File: src/rtl/unsigned_divider.sv
// Sequential restoring divider: one quotient bit per clock, WIDTH iterations per request.
// Optional divide-by-zero flag port enabled by defining DIV_ZERO_FLAG_EN.
module unsigned_divider #(
  parameter int WIDTH = 32,
  parameter int CNT_W = 6
) (
  input  logic             clk,
  input  logic             rst,
  input  logic             in_valid,
  output logic             in_ready,
  input  logic [WIDTH-1:0] dividend,
  input  logic [WIDTH-1:0] divisor,
  output logic             out_valid,
  input  logic             out_ready,
  output logic [WIDTH-1:0] quotient,
  output logic [WIDTH-1:0] remainder
`ifdef DIV_ZERO_FLAG_EN
  ,
  output logic             div_zero
`endif
);

  typedef enum logic [1:0] {
    IDLE,
    CALC,
    DONE
  } state_e;

  state_e             state_q, state_d;
  logic [CNT_W-1:0]   cnt_q, cnt_d;
  logic [2*WIDTH-1:0] rem_q, rem_d;
  logic [WIDTH-1:0]   dvsr_q, dvsr_d;
  logic [WIDTH-1:0]   quot_q, quot_d;
  logic [WIDTH-1:0]   remd_q, remd_d;

  logic [WIDTH:0]     shiftHi;
  logic [WIDTH+1:0]   diffWide;
  logic               borrow;
  logic [WIDTH-1:0]   newHi;
  logic [WIDTH-1:0]   newLo;

  // The bit shifted out of the partial remainder is kept as a carry so large divisors stay exact.
  always_comb begin
    shiftHi  = rem_q[2*WIDTH-1:WIDTH-1];
    diffWide = {1'b0, shiftHi} - {2'b00, dvsr_q};
    borrow   = diffWide[WIDTH+1];
    newHi    = borrow ? shiftHi[WIDTH-1:0] : diffWide[WIDTH-1:0];
    newLo    = {rem_q[WIDTH-2:0], ~borrow};
  end

  always_comb begin
    state_d = state_q;
    cnt_d   = cnt_q;
    rem_d   = rem_q;
    dvsr_d  = dvsr_q;
    quot_d  = quot_q;
    remd_d  = remd_q;
    case (state_q)
      IDLE: begin
        if (in_valid) begin
          dvsr_d  = divisor;
          rem_d   = {{WIDTH{1'b0}}, dividend};
          cnt_d   = '0;
          state_d = CALC;
        end
      end
      CALC: begin
        rem_d = {newHi, newLo};
        cnt_d = cnt_q + 1'b1;
        if (cnt_q == CNT_W'(WIDTH - 1)) begin
          quot_d  = newLo;
          remd_d  = newHi;
          state_d = DONE;
        end
      end
      DONE: begin
        if (out_ready) begin
          state_d = IDLE;
        end
      end
      default: state_d = IDLE;
    endcase
  end

  always_ff @(posedge clk) begin
    if (rst) begin
      state_q <= IDLE;
      cnt_q   <= '0;
      rem_q   <= '0;
      dvsr_q  <= '0;
      quot_q  <= '0;
      remd_q  <= '0;
    end else begin
      state_q <= state_d;
      cnt_q   <= cnt_d;
      rem_q   <= rem_d;
      dvsr_q  <= dvsr_d;
      quot_q  <= quot_d;
      remd_q  <= remd_d;
    end
  end

  assign in_ready  = (state_q == IDLE);
  assign out_valid = (state_q == DONE);
  assign quotient  = quot_q;
  assign remainder = remd_q;

`ifdef DIV_ZERO_FLAG_EN
  assign div_zero = (state_q == DONE) && (dvsr_q == '0);
`endif

endmodule

File: config.mk
export PLATFORM = sky130hd
export DESIGN_NAME = unsigned_divider
export DESIGN_NICKNAME = d
export VERILOG_FILES = /design/src/rtl/unsigned_divider.sv
export SDC_FILE = /design/constraint.sdc
export NUM_CORES = 1
export LEC_CHECK = 0
export CAP_MARGIN = 20
export CORE_MARGIN = 2
export CORE_UTILIZATION = 55
export CTS_BUF_LIST = sky130_fd_sc_hd__clkbuf_8
export CTS_CLUSTER_DIAMETER = 80
export CTS_CLUSTER_SIZE = 30
export DETAILED_ROUTE_END_ITERATION = 7
export PLACE_DENSITY_LB_ADDON = 0.12
export SYNTH_ARGS = -nofsm -noshare
export SYNTH_HDL_FRONTEND = slang
export SYNTH_SLANG_ARGS = --single-unit
File: constraint.sdc
create_clock -name clk -period 3.45 [get_ports clk]
set_input_delay 1.035 -clock clk [delete_from_list [all_inputs] [get_ports clk]]
set_output_delay 1.035 -clock clk [all_outputs]
set_load 0.02 [all_outputs]
[Word level (Yosys, flattened, before mapping)]
Index checks and enable logic that the tools add are counted.
Storage, ports and cells
  flip-flop bits (word level): 168
  input bits: 68
  output and inout bits: 66
  word-level logic and storage cells: 30
Operators by class
  $add $sub $neg: 2
  equal/unequal tests: 6
  muxes and demuxes: 9
  bitwise gates (word level): 1
  reduce and logical (&&, ||, !) cells: 6
Operator list (number)
  64-bit one-hot mux with 2 select lines: 1
  64-bit 2-to-1 mux: 1
  33-bit by 32-bit subtractor with 34-bit output: 1
  32-bit 2-to-1 mux: 1
  6-bit one-hot mux with 2 select lines: 1
  6-bit by 1-bit adder with 6-bit output (second input constant): 1
  6-bit by 5-bit equality test with 1-bit output (second input constant): 1
  2-bit 2-to-1 mux: 3
  6-bit 2-to-1 mux: 1
  2-bit one-hot mux with 3 select lines: 1
  2-bit AND reduction: 3
  2-bit != test (second input constant): 2
  3-bit AND reduction: 1
  2-bit by 1-bit equality test with 1-bit output (second input constant): 1
  2-bit equality test (second input constant): 1
  2-bit logical NOT: 1
  2-bit by 1-bit != test with 1-bit output (second input constant): 1
  2-bit nonzero test: 1
  1-bit NOT: 1

[Depth between registers and ports, before layout]
  word-level depth: 3
  mapped depth: 13
  mapped depth without buffers: 12

[Worst setup path after synthesis]
No wires, ideal clock.
  kind: register to register
  start: register rem_q[31]
  end: register remd_q[24], in the netlist remainder[24]
  library setup time: 79 ps
  data arrival time: 2542 ps
  data required time: 3371 ps
  path slack: 828 ps
  cell stages (with the launch flop): 13
  path buffers: 0
  period minus slack after synthesis: 2622 ps
  path through: dfxtp_1 inv_1 ha_1 inv_1 fa_1 a211oi_1 o21ai_0 o2111ai_1 a211oi_1 or3_1 mux2i_1 o31a_1 a211oi_2
Between the ends
  cells in the longest elaborated chain, start to end: 2
Ends and longest elaborated chain
  from (decl): RTL line 31  | logic [2*WIDTH-1:0] rem_q, rem_d;
  from (signal assigned): RTL line 96  | rem_q <= rem_d;
  33-bit by 32-bit subtractor with 34-bit output: RTL line 45  | diffWide = {1'b0, shiftHi} - {2'b00, dvsr_q};
  32-bit 2-to-1 mux: RTL line 47  | newHi = borrow ? shiftHi[WIDTH-1:0] : diffWide[WIDTH-1:0];
  to (signal assigned): RTL line 99  | remd_q <= remd_d;
  to (decl): RTL line 34  | logic [WIDTH-1:0] remd_q, remd_d;
No other way between the ends.
A chain may end at the register's enable or synchronous reset.

[Worst setup path after layout]
  start: register dvsr_q[22]
  end: register remd_q[8], in the netlist remainder[8]
Between the ends
  cells in the longest elaborated chain, start to end: 2
Ends and longest elaborated chain
  from (decl): RTL line 32  | logic [WIDTH-1:0] dvsr_q, dvsr_d;
  from (signal assigned): RTL line 97  | dvsr_q <= dvsr_d;
  33-bit by 32-bit subtractor with 34-bit output: RTL line 45
  32-bit 2-to-1 mux: RTL line 47
No other way between the ends.

==> run_results.csv <==
group,metric,value,unit
run_status,outcome,"complete, no violations",
grt,grt.total_usage,26.21,%
route,drtIter0Drc,473,
finish,nets,1248,
power_and_ir_drop,p_leak,3.750,nW
route,drt_wl_total,20.40,mm
synth,syn_avg_cell_area,7.742,um^2
grt,overflow,0,
synth,ys_warn_count,0,
power_and_ir_drop,power_density,791.0,mW/mm^2
synth,syn_inst,1044,
sta,worstMarginPinSlew,0.7713,ns
sta,post-route-period-util,84.88,%
route,vias_per_cell,5.602,
sta,final-hold-violation-count,0,
finish,post-route-util,68.75,%
route,drc,0,
die,die_h,125.2,um
clocking,cts.sinks,168,
setup_path,path_max_fanout,14,
synth,ys_seq_area_share,41.61,%
finish,seqCellArea,0.003363,mm^2
power_and_ir_drop,irDropWorstVdd,0.6358,mV
placed_design,gp_congestion,0.9147,
clocking,worstSkewPairLatency,0.48,ns
synth,synth_flop_cell,"dfxtp_1",
die,start_util,56.04,%
grt,grt_max_degree,71,
sta,rsz0062_at_grt,"false",
clocking,cts_buffer_depth,2,
route,antenna_left,0,
sta,timing.fmax,0.3415,GHz
sta,setup-violations-final,0,
setup_path,startpoint_type,"flip-flop",
die,ioPinCount,134,
setup_path,arrival,3.30,ns
finish,diodes,0,
synth,async_reset_ff_share,0,%
setup_path,path_class,"reg2reg",
route,dr_total_vias,7523,
synth,synth_edf_count,0,
sta,finalClockSkew,0.01483,ns
finish,multi_input_area,0.004314,mm^2
placed_design,dpl.hpwl,13.98,mm
sta,final.setup.tns,0,ns
sta,period_needed,2.928,ns
finish,fill_cells,1266,
finish,drive_gt1_share,5.263,%
synth,synth.distinct_cells,61,
die,core-area,0.01442,mm^2
clocking,clk_pin_slew,0.09,ns
synth,syn_area,0.008083,mm^2
finish,final_common_cell,"nand2_1",
die,num_rows,44,
clocking,cts_resized,0,
die,fp.dieW,125.2,um
clocking,cts_buffers,17,
route,wl_per_cell,15.19,um
route,dr.pass1.iters,5,
clocking,cts_tree,"yes",
grt,antenna_found_initial,0,
setup_path,endpoint_kind,"flip-flop",
synth,syn-num-nets,1146,
placed_design,io_buffers,133,
sta,slew_headroom,48.58,%
setup_path,required,3.82,ns
grt,first_global_vias,7191,
synth,ys_ff_latch,168,
sta,drv_slew,0,
grt,grt_pass1_wl,34.24,mm
clocking,clockRootBuffer,"clkbuf_8",
clocking,hold_buffers,0,
die,die_area,0.01568,mm^2
job,drv_cap,0,
finish,area_growth,22.69,%
finish,final_cell_mix,"191 x nand2_1, 168 x dfxtp_1, 132 x clkdlybuf4s50_1",
hold_path,hp-class,"reg2reg",
clocking,cts_setup_buffers,0,
clocking,htree_levels,4,
[power breakdown]
group	internal, W	switching (W)
registers	0.00211	0.000139
clock network	0.000688	0.000763
logic	0.00171	0.00243
[cell families (layout without fill, tap and decap cells)]
logic type	after synthesis	after routing	share of synthesized area, %
adder cells (fa/ha/maj)	34	34	5.356
AO/OA/AOI/OAI	278	278	20.93
buffers and inverters	105	220	5.139
XOR/XNOR	24	24	2.601
multiplexers	23	23	2.864
flip-flops	168	168	41.61
AND/OR/NAND/NOR	412	412	21.50
[Yosys cell counts, types with 4 or more instances]
master | count | area [um^2]
nand4_1 | 6 | 37.54
or3_1 | 5 | 31.28
nand2b_1 | 6 | 37.54
o21bai_1 | 4 | 30.03
a32oi_1 | 5 | 43.79
mux2i_1 | 22 | 220.2
dfxtp_1 | 168 | 3363
nor2_1 | 119 | 446.7
nand2_1 | 192 | 720.7
inv_1 | 40 | 150.1
a21oi_1 | 97 | 485.5
a31oi_1 | 5 | 31.28
nor3_1 | 39 | 195.2
a21boi_0 | 4 | 30.03
clkbuf_1 | 54 | 202.7
xor2_1 | 7 | 61.31
a21o_1 | 14 | 105.1
o21ai_0 | 82 | 410.4
a211oi_1 | 27 | 202.7
buf_1 | 5 | 18.77
xnor2_1 | 17 | 148.9
nand3_1 | 23 | 115.1
ha_1 | 33 | 412.9
o21a_1 | 5 | 37.54
and3_1 | 5 | 31.28
[layout make-up]
cell class	instances	share of cell area, %
clock buffers	19	2.637
clock inverters	13	1.451
repair buffers	148	14.66
flip-flops and latches	168	33.91
multi-input cells	771	43.50
inverters	40	1.514
well taps	184	2.321
[state kept, by name (all words and copies together), names as in the netlist]
name / count
state_q: 2
rem_q: 64
remainder: 32
dvsr_q: 32
quotient: 32
cnt_q: 6
[metrics by stage]
stage               instances  total power (W)  area (um^2)  setup WS [ns]  hold WS (ns)
floorplan                1044         0.005505         8083         0.8283        0.4363
global placement         1311         0.006311         9512         0.6094        0.4407
detailed placement       1311         0.006351         9512         0.5706        0.4456
CTS                      1343         0.007820         9917         0.5553        0.4581
global route             1343         0.008392         9917         0.2004        0.4746
finish                   1343         0.007845         9917         0.5216        0.4550
[worst max-delay path, cell delays in order (launching register included)]
cell and delay [ns]:
dfxtp_1 0.34, inv_1 0.05, ha_1 0.35, a21oi_1 0.22, o211ai_1 0.12, a221oi_1 0.41, o21ai_1 0.23, o211ai_4 0.32
nand2_2 0.08, buf_4 0.23, mux2i_1 0.17, a211oi_1 0.30
[worst paths after layout]
kind                             start                         to  slack, ns  cells after the start
min reg2reg  quotient[18]$_SDFFE_PP0P_  quotient[18]$_SDFFE_PP0P_       0.46                      2
max reg2reg    dvsr_q[22]$_SDFFE_PP0P_  remainder[8]$_SDFFE_PP0P_       0.52                     11
max            dvsr_q[22]$_SDFFE_PP0P_  remainder[8]$_SDFFE_PP0P_       0.52                     11
min          quotient[18]$_SDFFE_PP0P_  quotient[18]$_SDFFE_PP0P_       0.46                      2
[layer usage]
| metal | track usage (%) | part of all wire (%) | vias up | routed length, um |
|---|---|---|---|---|
| met2 | 42.01 | 47 | 183 | 9489 |
| met3 | 4.835 | 5.2 | 27 | 1053 |
| met1 | 35.97 | 47 | 3527 | 9517 |
| li1 | - | - | 3786 | - |
| met4 | 8.497 | 1.6 | 0 | 335 |
| met5 | 0 | 0 | - | 0 |
Note: power is estimated with default switching activity, not from simulation.
